<file path="config.mk">
export PLATFORM = sky130hd
export DESIGN_NAME = riscv_str_seq_flat
export DESIGN_NICKNAME = d
export VERILOG_FILES = /design/src/rtl/riscv_str_seq_if.sv /design/src/rtl/riscv_str_seq.sv /design/src/flat_wrapper.sv
export SDC_FILE = /design/constraint.sdc
export NUM_CORES = 1
export LEC_CHECK = 0
export BUFFER_PORTS_ARGS = -buffer_cell sky130_fd_sc_hd__buf_2
export CAP_MARGIN = 40
export CORE_MARGIN = 1
export CORE_UTILIZATION = 30
export DETAILED_ROUTE_END_ITERATION = 10
export GPL_ROUTABILITY_DRIVEN = 0
export GPL_TIMING_DRIVEN = 0
export SLEW_MARGIN = 10
export SYNTH_ARGS = -nofsm -noshare
export SYNTH_HDL_FRONTEND = slang
export SYNTH_SLANG_ARGS = --single-unit
</file>
<file path="constraint.sdc">
create_clock -name clk -period 4.4 [get_ports clk]
set_input_delay 0.88 -clock clk [delete_from_list [all_inputs] [get_ports clk]]
set_output_delay 0.88 -clock clk [all_outputs]
set_load 0.01 [all_outputs]
</file>
<file path="src/rtl/riscv_str_seq_if.sv">
// Purpose: handshake and bus bundle for riscv_str_seq. It groups the core start/done
// handshake, the data-port master signals and the riscv_str_ops hookup.
//   master : the sequencer side. It drives busy/done/words, data_req/we/be/addr/wdata
//            and str_en/op/operand.
//   slave  : the environment side (core, memory port and str_ops).
interface riscv_str_seq_if #(
    parameter int unsigned LEN_WIDTH    = 16,
    parameter int unsigned ADDR_WIDTH   = 32,
    parameter int unsigned STR_OP_WIDTH = 2
);
    logic                    start_i;
    logic [STR_OP_WIDTH-1:0] op_i;
    logic [ADDR_WIDTH-1:0]   addr_i;
    logic [LEN_WIDTH-1:0]    len_i;
    logic                    busy_o;
    logic                    done_o;
    logic [LEN_WIDTH-1:0]    words_o;
    logic                    data_req_o;
    logic                    data_gnt_i;
    logic                    data_rvalid_i;
    logic                    data_we_o;
    logic [3:0]              data_be_o;
    logic [ADDR_WIDTH-1:0]   data_addr_o;
    logic [31:0]             data_wdata_o;
    logic [31:0]             data_rdata_i;
    logic                    str_en_o;
    logic [STR_OP_WIDTH-1:0] str_op_o;
    logic [31:0]             str_operand_o;
    logic [31:0]             str_result_i;

    modport master (
        input  start_i, op_i, addr_i, len_i,
        input  data_gnt_i, data_rvalid_i, data_rdata_i, str_result_i,
        output busy_o, done_o, words_o,
        output data_req_o, data_we_o, data_be_o, data_addr_o, data_wdata_o,
        output str_en_o, str_op_o, str_operand_o
    );

    modport slave (
        output start_i, op_i, addr_i, len_i,
        output data_gnt_i, data_rvalid_i, data_rdata_i, str_result_i,
        input  busy_o, done_o, words_o,
        input  data_req_o, data_we_o, data_be_o, data_addr_o, data_wdata_o,
        input  str_en_o, str_op_o, str_operand_o
    );
endinterface

</file>
<file path="src/rtl/riscv_str_seq.sv">
// Purpose: walks an in-memory string one word at a time. For each word it reads the
// word, passes it through riscv_str_ops and writes the result back. It is a second
// data-port master beside the LSU, and only one bus transaction is ever outstanding.
// Ports:
//   clk, rst : clock and asynchronous active-high reset
//   bus      : riscv_str_seq_if.master, which carries
//              - the start/op/addr/len/busy/done/words handshake with the core,
//              - the data port (req/gnt/rvalid/we/be/addr/wdata/rdata),
//              - the str_ops hookup (en/op/operand out, result in).
module riscv_str_seq #(
    parameter int unsigned LEN_WIDTH    = 16,
    parameter int unsigned ADDR_WIDTH   = 32,
    parameter int unsigned STR_OP_WIDTH = 2
) (
    input  logic            clk,
    input  logic            rst,
    riscv_str_seq_if.master bus
);

    typedef enum logic [2:0] {
        S_IDLE,
        S_RD_REQ,
        S_RD_WAIT,
        S_WR_REQ,
        S_WR_WAIT,
        S_DONE
    } state_t;

    state_t               state;
    logic [LEN_WIDTH-1:0] len_q;

    logic [LEN_WIDTH:0]   len_ext_c;
    logic [LEN_WIDTH-1:0] nwords_c;
    logic [LEN_WIDTH-1:0] words_inc_c;
    logic [3:0]           last_be_c;
    logic                 is_last_c;

    // Word count and tail byte enables derived from the latched length.
    always_comb begin
        len_ext_c   = (LEN_WIDTH + 1)'(len_q) + (LEN_WIDTH + 1)'(3);
        nwords_c    = LEN_WIDTH'(len_ext_c >> 2);
        words_inc_c = bus.words_o + LEN_WIDTH'(1);
        is_last_c   = (words_inc_c == nwords_c);
        last_be_c   = (len_q[1:0] == 2'd0) ? 4'hF : 4'((4'h1 << len_q[1:0]) - 4'h1);
    end

    // The write data is the live str_ops result for the operand held during WR_REQ.
    assign bus.data_wdata_o = (state == S_WR_REQ) ? bus.str_result_i : 32'h0;

    // Sequencer FSM. Each branch loads the outputs for the state it enters.
    always_ff @(posedge clk or posedge rst) begin
        if (rst) begin
            state             <= S_IDLE;
            len_q             <= '0;
            bus.busy_o        <= 1'b0;
            bus.done_o        <= 1'b0;
            bus.words_o       <= '0;
            bus.data_req_o    <= 1'b0;
            bus.data_we_o     <= 1'b0;
            bus.data_be_o     <= 4'h0;
            bus.data_addr_o   <= '0;
            bus.str_en_o      <= 1'b0;
            bus.str_op_o      <= STR_OP_WIDTH'(0);
            bus.str_operand_o <= 32'h0;
        end else begin
            case (state)
                S_IDLE: begin
                    bus.done_o <= 1'b0;
                    if (bus.start_i) begin
                        len_q           <= bus.len_i;
                        bus.str_op_o    <= bus.op_i;
                        bus.data_addr_o <= {bus.addr_i[ADDR_WIDTH-1:2], 2'b00};
                        bus.words_o     <= '0;
                        bus.busy_o      <= 1'b1;
                        if (bus.len_i == '0) begin
                            bus.done_o <= 1'b1;
                            state      <= S_DONE;
                        end else begin
                            bus.data_req_o <= 1'b1;
                            bus.data_we_o  <= 1'b0;
                            bus.data_be_o  <= 4'hF;
                            state          <= S_RD_REQ;
                        end
                    end
                end
                S_RD_REQ: begin
                    if (bus.data_gnt_i) begin
                        bus.data_req_o <= 1'b0;
                        state          <= S_RD_WAIT;
                    end
                end
                S_RD_WAIT: begin
                    if (bus.data_rvalid_i) begin
                        bus.str_operand_o <= bus.data_rdata_i;
                        bus.str_en_o      <= 1'b1;
                        bus.data_req_o    <= 1'b1;
                        bus.data_we_o     <= 1'b1;
                        bus.data_be_o     <= is_last_c ? last_be_c : 4'hF;
                        state             <= S_WR_REQ;
                    end
                end
                S_WR_REQ: begin
                    if (bus.data_gnt_i) begin
                        bus.data_req_o <= 1'b0;
                        bus.data_we_o  <= 1'b0;
                        bus.str_en_o   <= 1'b0;
                        state          <= S_WR_WAIT;
                    end
                end
                S_WR_WAIT: begin
                    if (bus.data_rvalid_i) begin
                        bus.words_o     <= words_inc_c;
                        bus.data_addr_o <= bus.data_addr_o + ADDR_WIDTH'(4);
                        if (is_last_c) begin
                            bus.done_o <= 1'b1;
                            state      <= S_DONE;
                        end else begin
                            bus.data_req_o <= 1'b1;
                            bus.data_be_o  <= 4'hF;
                            state          <= S_RD_REQ;
                        end
                    end
                end
                S_DONE: begin
                    bus.done_o <= 1'b0;
                    bus.busy_o <= 1'b0;
                    state      <= S_IDLE;
                end
                default: begin
                    state <= S_IDLE;
                end
            endcase
        end
    end

endmodule
</file>
<file path="src/flat_wrapper.sv">
// flat-port wrapper written by rule: the top's interface ports become plain ports
module riscv_str_seq_flat 
#(
    parameter int unsigned LEN_WIDTH    = 16,
    parameter int unsigned ADDR_WIDTH   = 32,
    parameter int unsigned STR_OP_WIDTH = 2
)
  (clk, rst, bus_start_i, bus_op_i, bus_addr_i, bus_len_i, bus_data_gnt_i, bus_data_rvalid_i, bus_data_rdata_i, bus_str_result_i, bus_busy_o, bus_done_o, bus_words_o, bus_data_req_o, bus_data_we_o, bus_data_be_o, bus_data_addr_o, bus_data_wdata_o, bus_str_en_o, bus_str_op_o, bus_str_operand_o);
  riscv_str_seq_if #(.LEN_WIDTH(LEN_WIDTH), .ADDR_WIDTH(ADDR_WIDTH), .STR_OP_WIDTH(STR_OP_WIDTH)) bus_i ();
  input  logic clk;
  input  logic rst;
  input wire logic [$bits(bus_i.start_i)-1:0] bus_start_i;
  input wire logic [$bits(bus_i.op_i)-1:0] bus_op_i;
  input wire logic [$bits(bus_i.addr_i)-1:0] bus_addr_i;
  input wire logic [$bits(bus_i.len_i)-1:0] bus_len_i;
  input wire logic [$bits(bus_i.data_gnt_i)-1:0] bus_data_gnt_i;
  input wire logic [$bits(bus_i.data_rvalid_i)-1:0] bus_data_rvalid_i;
  input wire logic [$bits(bus_i.data_rdata_i)-1:0] bus_data_rdata_i;
  input wire logic [$bits(bus_i.str_result_i)-1:0] bus_str_result_i;
  output wire logic [$bits(bus_i.busy_o)-1:0] bus_busy_o;
  output wire logic [$bits(bus_i.done_o)-1:0] bus_done_o;
  output wire logic [$bits(bus_i.words_o)-1:0] bus_words_o;
  output wire logic [$bits(bus_i.data_req_o)-1:0] bus_data_req_o;
  output wire logic [$bits(bus_i.data_we_o)-1:0] bus_data_we_o;
  output wire logic [$bits(bus_i.data_be_o)-1:0] bus_data_be_o;
  output wire logic [$bits(bus_i.data_addr_o)-1:0] bus_data_addr_o;
  output wire logic [$bits(bus_i.data_wdata_o)-1:0] bus_data_wdata_o;
  output wire logic [$bits(bus_i.str_en_o)-1:0] bus_str_en_o;
  output wire logic [$bits(bus_i.str_op_o)-1:0] bus_str_op_o;
  output wire logic [$bits(bus_i.str_operand_o)-1:0] bus_str_operand_o;
  assign bus_i.start_i = bus_start_i;
  assign bus_i.op_i = bus_op_i;
  assign bus_i.addr_i = bus_addr_i;
  assign bus_i.len_i = bus_len_i;
  assign bus_i.data_gnt_i = bus_data_gnt_i;
  assign bus_i.data_rvalid_i = bus_data_rvalid_i;
  assign bus_i.data_rdata_i = bus_data_rdata_i;
  assign bus_i.str_result_i = bus_str_result_i;
  assign bus_busy_o = bus_i.busy_o;
  assign bus_done_o = bus_i.done_o;
  assign bus_words_o = bus_i.words_o;
  assign bus_data_req_o = bus_i.data_req_o;
  assign bus_data_we_o = bus_i.data_we_o;
  assign bus_data_be_o = bus_i.data_be_o;
  assign bus_data_addr_o = bus_i.data_addr_o;
  assign bus_data_wdata_o = bus_i.data_wdata_o;
  assign bus_str_en_o = bus_i.str_en_o;
  assign bus_str_op_o = bus_i.str_op_o;
  assign bus_str_operand_o = bus_i.str_operand_o;
  riscv_str_seq #(.LEN_WIDTH(LEN_WIDTH), .ADDR_WIDTH(ADDR_WIDTH), .STR_OP_WIDTH(STR_OP_WIDTH)) u_core (.clk(clk), .rst(rst), .bus(bus_i));
endmodule
</file>
---- Word level (Yosys, flattened, before mapping) ----
Cells that the tools add are included.
cells by class
  add/sub/neg operators ................... 4
  $mul .................................... 0
  div/mod/pow operators ................... 0
  order comparisons ....................... 0
  equality and inequality tests ........... 15
  shift-type cells ........................ 1
  muxes and demuxes ....................... 41
  bitwise logic cells ..................... 0
  reduce and logical (&&, ||, !) cells .... 21
operator list
  operator                                                         number
  32-bit two-way mux                                               3
  32-bit case mux with 2 select lines                              1
  32-bit by 3-bit adder with 32-bit output, second input constant  1
  16-bit two-way mux                                               2
  16-bit case mux with 2 select lines                              1
  4-bit two-way mux                                                7
  3-bit two-way mux                                                7
  16-bit by 2-bit adder with 17-bit output, second input constant  1
  16-bit by 1-bit adder with 16-bit output, second input constant  1
  16-bit by 15-bit == test with 1-bit output                       1
  16-bit zero test                                                 1
  3-bit case mux with 5 select lines                               1
  2-bit != test, second input constant                             7
  1-bit two-way mux                                                13
  4-bit case mux with 3 select lines                               1
  5-bit AND reduction                                              2
  3-bit AND reduction                                              3
  3-bit nonzero test                                               3
  7-bit AND reduction                                              1
  3-bit by 2-bit == test with 1-bit output, second input constant  2
  3-bit == test, second input constant                             2
  1-bit case mux with 3 select lines                               2
  2-bit AND reduction                                              3
  6-bit AND reduction                                              1
  other kinds (11)                                                 15
storage, ports and cells
  register bits ........................... 110
  latch bits .............................. 0
  memory bits (writable) .................. 0
  memory bits (read-only) ................. 0
  input bits .............................. 119
  output and inout bits ................... 123
  word-level logic and storage cells ...... 94
  memories kept ........................... 0

---- Depth between registers and ports, before layout ----
  depth in word-level cells ............... 6
  mapped depth ............................ 10
  mapped depth without buffers ............ 10

---- Worst setup path after synthesis ----
Ideal clock, no wire load.
  kind .................................... reg-to-reg
  start ................................... register u_core.bus.words_o[0]
  end ..................................... register u_core.bus.data_be_o[0]
  library setup time ...................... 0.124 ns
  arrival ................................. 2.494 ns
  data required time ...................... 4.276 ns
  slack ................................... 1.782 ns
  cell stages (with the launch flop) ...... 10
  clock period less this slack ............ 2.618 ns
  cells stage by stage .................... dfrtp_1 -> ha_1 -> nand3_2 -> nor4_1 -> xnor2_1 -> mux2i_1 -> o2111ai_1 -> nor4_2 -> a31oi_2 -> or2_1
between the ends
  longest elaborated chain between the ends .. 5
  elaborated cells on any way between the ends .. 7
  classes of those cells .................. add/sub: 1; eq/ne: 2; mux: 3; reduce/logical: 1
ends and longest elaborated chain
  element                                       line                    source
  from (decl)                                   riscv_str_seq_if.sv:34  output busy_o, done_o, words_o,
  from (signal assigned)                        riscv_str_seq.sv:112    bus.words_o <= words_inc_c;
  16-bit by 1-bit adder with 16-bit output *    riscv_str_seq.sv:42     words_inc_c = bus.words_o + LEN_WIDTH'(1);
  16-bit by 15-bit == test with 1-bit output *  riscv_str_seq.sv:43     is_last_c = (words_inc_c == nwords_c);
  4-bit two-way mux                             riscv_str_seq.sv:98     bus.data_be_o <= is_last_c ? last_be_c : 4'hF;
  4-bit two-way mux                             riscv_str_seq.sv:93     if (bus.data_rvalid_i) begin
  4-bit case mux with 3 select lines            riscv_str_seq.sv:66     case (state)
  to (signal assigned)                          riscv_str_seq.sv:98
  to (decl)                                     riscv_str_seq_if.sv:35  output data_req_o, data_we_o, data_be_o, data_addr_o, data_wdata_o,
Mark *: on every way between the ends. The rest lies on a longest branch, timed or not. The select of a mux whose other input is x is not followed.
A chain may end at the register's enable or synchronous reset.

---- Final worst setup path ----
  start ................................... register u_core.state[0]
  end ..................................... output port bus_data_wdata_o[22]
between the ends
  longest elaborated chain between the ends .. 2
ends and longest elaborated chain
  element                                   line                 source
  from (decl)                               riscv_str_seq.sv:29  state_t state;
  from (signal assigned)                    riscv_str_seq.sv:53  state <= S_IDLE;
  from (signal assigned)                    riscv_str_seq.sv:77  state <= S_DONE;
  from (signal assigned)                    riscv_str_seq.sv:82  state <= S_RD_REQ;
  3-bit by 2-bit == test with 1-bit output  riscv_str_seq.sv:48  assign bus.data_wdata_o = (state == S_WR_REQ) ? bus.str_result_i : 32'h0;
  32-bit two-way mux                        riscv_str_seq.sv:48
  to (decl)                                 flat_wrapper.sv:27   output wire logic [$bits(bus_i.data_wdata_o)-1:0] bus_data_wdata_o;
Every way passes these cells.

==> impl_metrics.json <==
{
  "outcome": "complete, no violations",
  "max_stage_delay_ns": 0.48,
  "rsz0062_at_grt": "false",
  "max-clock-path-buffers": 2,
  "slowest_stage": "nor2_1",
  "core_area_sq_um": 19600,
  "setup_violations": 0,
  "synth.area.top_cells": "dfrtp_1 (45%), mux2_2 (8.6%), a21oi_1 (5.1%)",
  "synth_top_family_by_area": "simple AND/OR/NAND/NOR gates",
  "yosys.area.top_type": "dfrtp_1",
  "nNetsFinal": 1030,
  "first_pass_iters": 5,
  "ioPinCount": 242,
  "preCtsSetupSlack_ns": 1.28,
  "cts.clk_slew.worst_paths_ns": 0.08,
  "clock.fmax_mhz": 314,
  "grt_pass1_wl_mm": 30.1,
  "ir_drop_uv": 278,
  "insertion_delay_ns": 0.35,
  "die_w_um": 144,
  "setup_ws_ns": 1.22,
  "synth_warnings": 0,
  "worstHoldStart": "u_core.bus.data_be_o[0]",
  "cp_cell_sequence": "clkbuf_1 -> inv_1 -> nor2_1 -> clkbuf_1 -> and3_1 -> buf_2",
  "hold_path_class": "flip-flop to flip-flop",
  "synth_seq_cells": 108,
  "critPathKind": "flip-flop to primary output",
  "tritoncts": "built",
  "whs_ns": 0.476,
  "place_inst": 1160,
  "final_antenna_net_count": 0,
  "area_growth_pct": 31.0,
  "required_ns": 3.52,
  "io_buffer_count": 237,
  "wl_met1_mm": 8.25,
  "netlist_area_sq_um": 6020,
  "top_layer": "met4",
  "initial_core_util": 0.307,
  "synth_edf_count": 0,
  "cts_setup_buffers": 0,
  "synth_top_area_share": 0.449,
  "hpwl_mm": 15.0,
  "cp.arrival_ns": 2.30,
  "seq_area_frac_synth": 0.449,
  "critPathMaxFanout": 10,
  "worst_pin_slew_ns": 0.811,
  "power.density_nw_per_um2": 612,
  "synthSimpleGateAreaFrac": 0.205,
  "crit_start": "u_core.state[0]",
  "ff2ff_path_depth": 9,
  "async_flop_share": 1.00,
  "wl_mm": 19.6,
  "ctsResizeCount": 0,
  "via_per_inst": 5.03,
  "drive_above_1_share": 0.349,
  "diodes": 0,
  "post-route-drc-count": 0,
  "avgSynthCellArea_sq_um": 9.20,
  "hold_viol": 0,
  "die-area_sq_um": 20600,
  "grtUsageTotal": 0.193,
  "finalNonFillerCells": 1176,
  "power.leakage_uw": 0.00374,
  "synthXorXnorAreaFrac": 0.0532,
  "fin_tns_setup_ns": 0,
  "drv_slew": 0,
  "synthFlopType": "dfrtp_1",
  "synth.distinct_cells": 55,
  "finalCritPeriodShare": 0.723,
  "p_total_uw": 4820,
  "die_h_um": 144,
  "grt_max_degree": 66,
  "reg2reg_from": "u_core.bus.words_o[0]",
  "synth.area.mux_share": 0.0928,
  "htree_levels": 3,
  "cts_buffers": 9,
  "synth_adder_area_share": 0.0104,
  "netlist_instances": 654,
  "antenna_found_initial": 0,
  "endpoint": "bus_data_wdata_o[22]",
  "grt_pass1_vias": 5604,
  "slew_headroom": 0.459,
  "num_vias": 5917,
  "wl_met2_mm": 9.47,
  "layout_min_cycle_time_ns": 3.18,
  "grt_overflow": 0,
  "synth_compound_area_frac": 0.150,
  "ctsHoldBuffers": 0,
  "regToRegSetupSlack_ns": 1.25,
  "first_iter_violations": 330,
  "wl_per_cell_um": 16.7,
  "cpMostUsedCell": "clkbuf_1",
  "r2r_end": "u_core.bus.data_be_o[0]",
  "fin_worst_skew_ns": 0.00825,
  "end_kind": "primary output",
  "mostFrequentLayoutCells": "buf_2 (240), dfrtp_1 (108), a21oi_1 (61), nor2_1 (57), o21ai_0 (54)",
  "cp-start-kind": "flip-flop",
  "cts_sinks": 108,
  "layout_commonest_cell": "buf_2",
  "wl_met3_mm": 1.67,
  "cts_root_buffer": "clkbuf_16",
  "max-cap-violations": 0,
  "fp-row-count": 51
}
## flip-flops by register name, summed over array words and instances (netlist names), 2 cells and up
name,flops
u_core.bus.data_be_o,4
u_core.len_q,16
u_core.bus.str_op_o,2
u_core.bus.words_o,16
u_core.bus.str_operand_o,32
u_core.state,3
u_core.bus.data_addr_o,30
## per-stage QoR
step,area [sq um],util
after floorplan,6020,-
after global placement,7540,0.385
after detailed placement,7600,0.388
after CTS,7880,0.402
after global routing,7880,0.402
final,7880,0.402
## worst max-delay path: cells and delay by family, from the launching register on
family | cells | cell delay [ns]
simple gates | 2 | 0.69
buf+inv | 4 | 0.92
flops | 1 | 0.33
## logic make-up (layout without fill, tap and decap cells)
group / Yosys count / count (layout)
buffers and inverters: 59 / 315
muxes: 50 / 50
and+or+nand+nor: 239 / 239
adders and majority gates: 5 / 5
xor gates and xnor gates: 35 / 35
AOI/OAI and AO/OA: 157 / 157
DFF: 108 / 108
other: 1 / 2
## cell type report
type	count	area [sq um]
Inverter	17	68.8
Sequential cell	108	2700
Timing Repair Buffer	240	1230
Clock inverter	6	55.1
Multi-Input combinational cell	488	3100
Fill cell	2017	11700
Clock buffer	10	229
Tap cell	265	332
Buffer	42	169
## synth_stat cells, types with 4 or more instances
| master | number |
|---|---|
| ha_1 | 5 |
| a22oi_1 | 4 |
| a21oi_1 | 61 |
| inv_1 | 17 |
| nor2_1 | 57 |
| o22ai_1 | 10 |
| and2_1 | 6 |
| nand3_1 | 20 |
| clkbuf_1 | 36 |
| nor3_1 | 11 |
| o21ai_0 | 54 |
| mux2i_1 | 4 |
| xor2_1 | 7 |
| a31oi_1 | 4 |
| or3_1 | 4 |
| mux2_2 | 46 |
| nand2_1 | 53 |
| xnor2_1 | 27 |
| nand2b_1 | 4 |
| and3_1 | 43 |
| a21o_1 | 4 |
| nor4_1 | 12 |
| nand4_1 | 13 |
| dfrtp_1 | 108 |
## power breakdown
group	internal [uW]	switching, uW	total [uW]	leakage [uW]
clock network	438	376	813	0.000146
logic	984	1240	2220	0.00230
registers	1400	385	1790	0.00129
## metal layers
layer,vias up,global-route usage
met4,0,0.0498
met1,2795,0.238
met3,19,0.0506
met2,260,0.331
met5,-,0
li1,2843,-
## worst min path at each step
| stage | endpoint | slack (ns) | depth (start not counted) |
|---|---|---|---|
| after global routing | u_core.bus.str_operand_o[3] | 0.52 | 1 |
| after global placement | u_core.bus.data_be_o[0] | 0.45 | 1 |
| after CTS | u_core.bus.data_be_o[0] | 0.49 | 1 |
| after floorplan | u_core.bus.data_be_o[0] | 0.50 | 1 |
| after detailed placement | u_core.bus.data_be_o[0] | 0.46 | 1 |
| final | u_core.bus.data_be_o[0] | 0.48 | 1 |
Power figures use the tool's default switching activity.
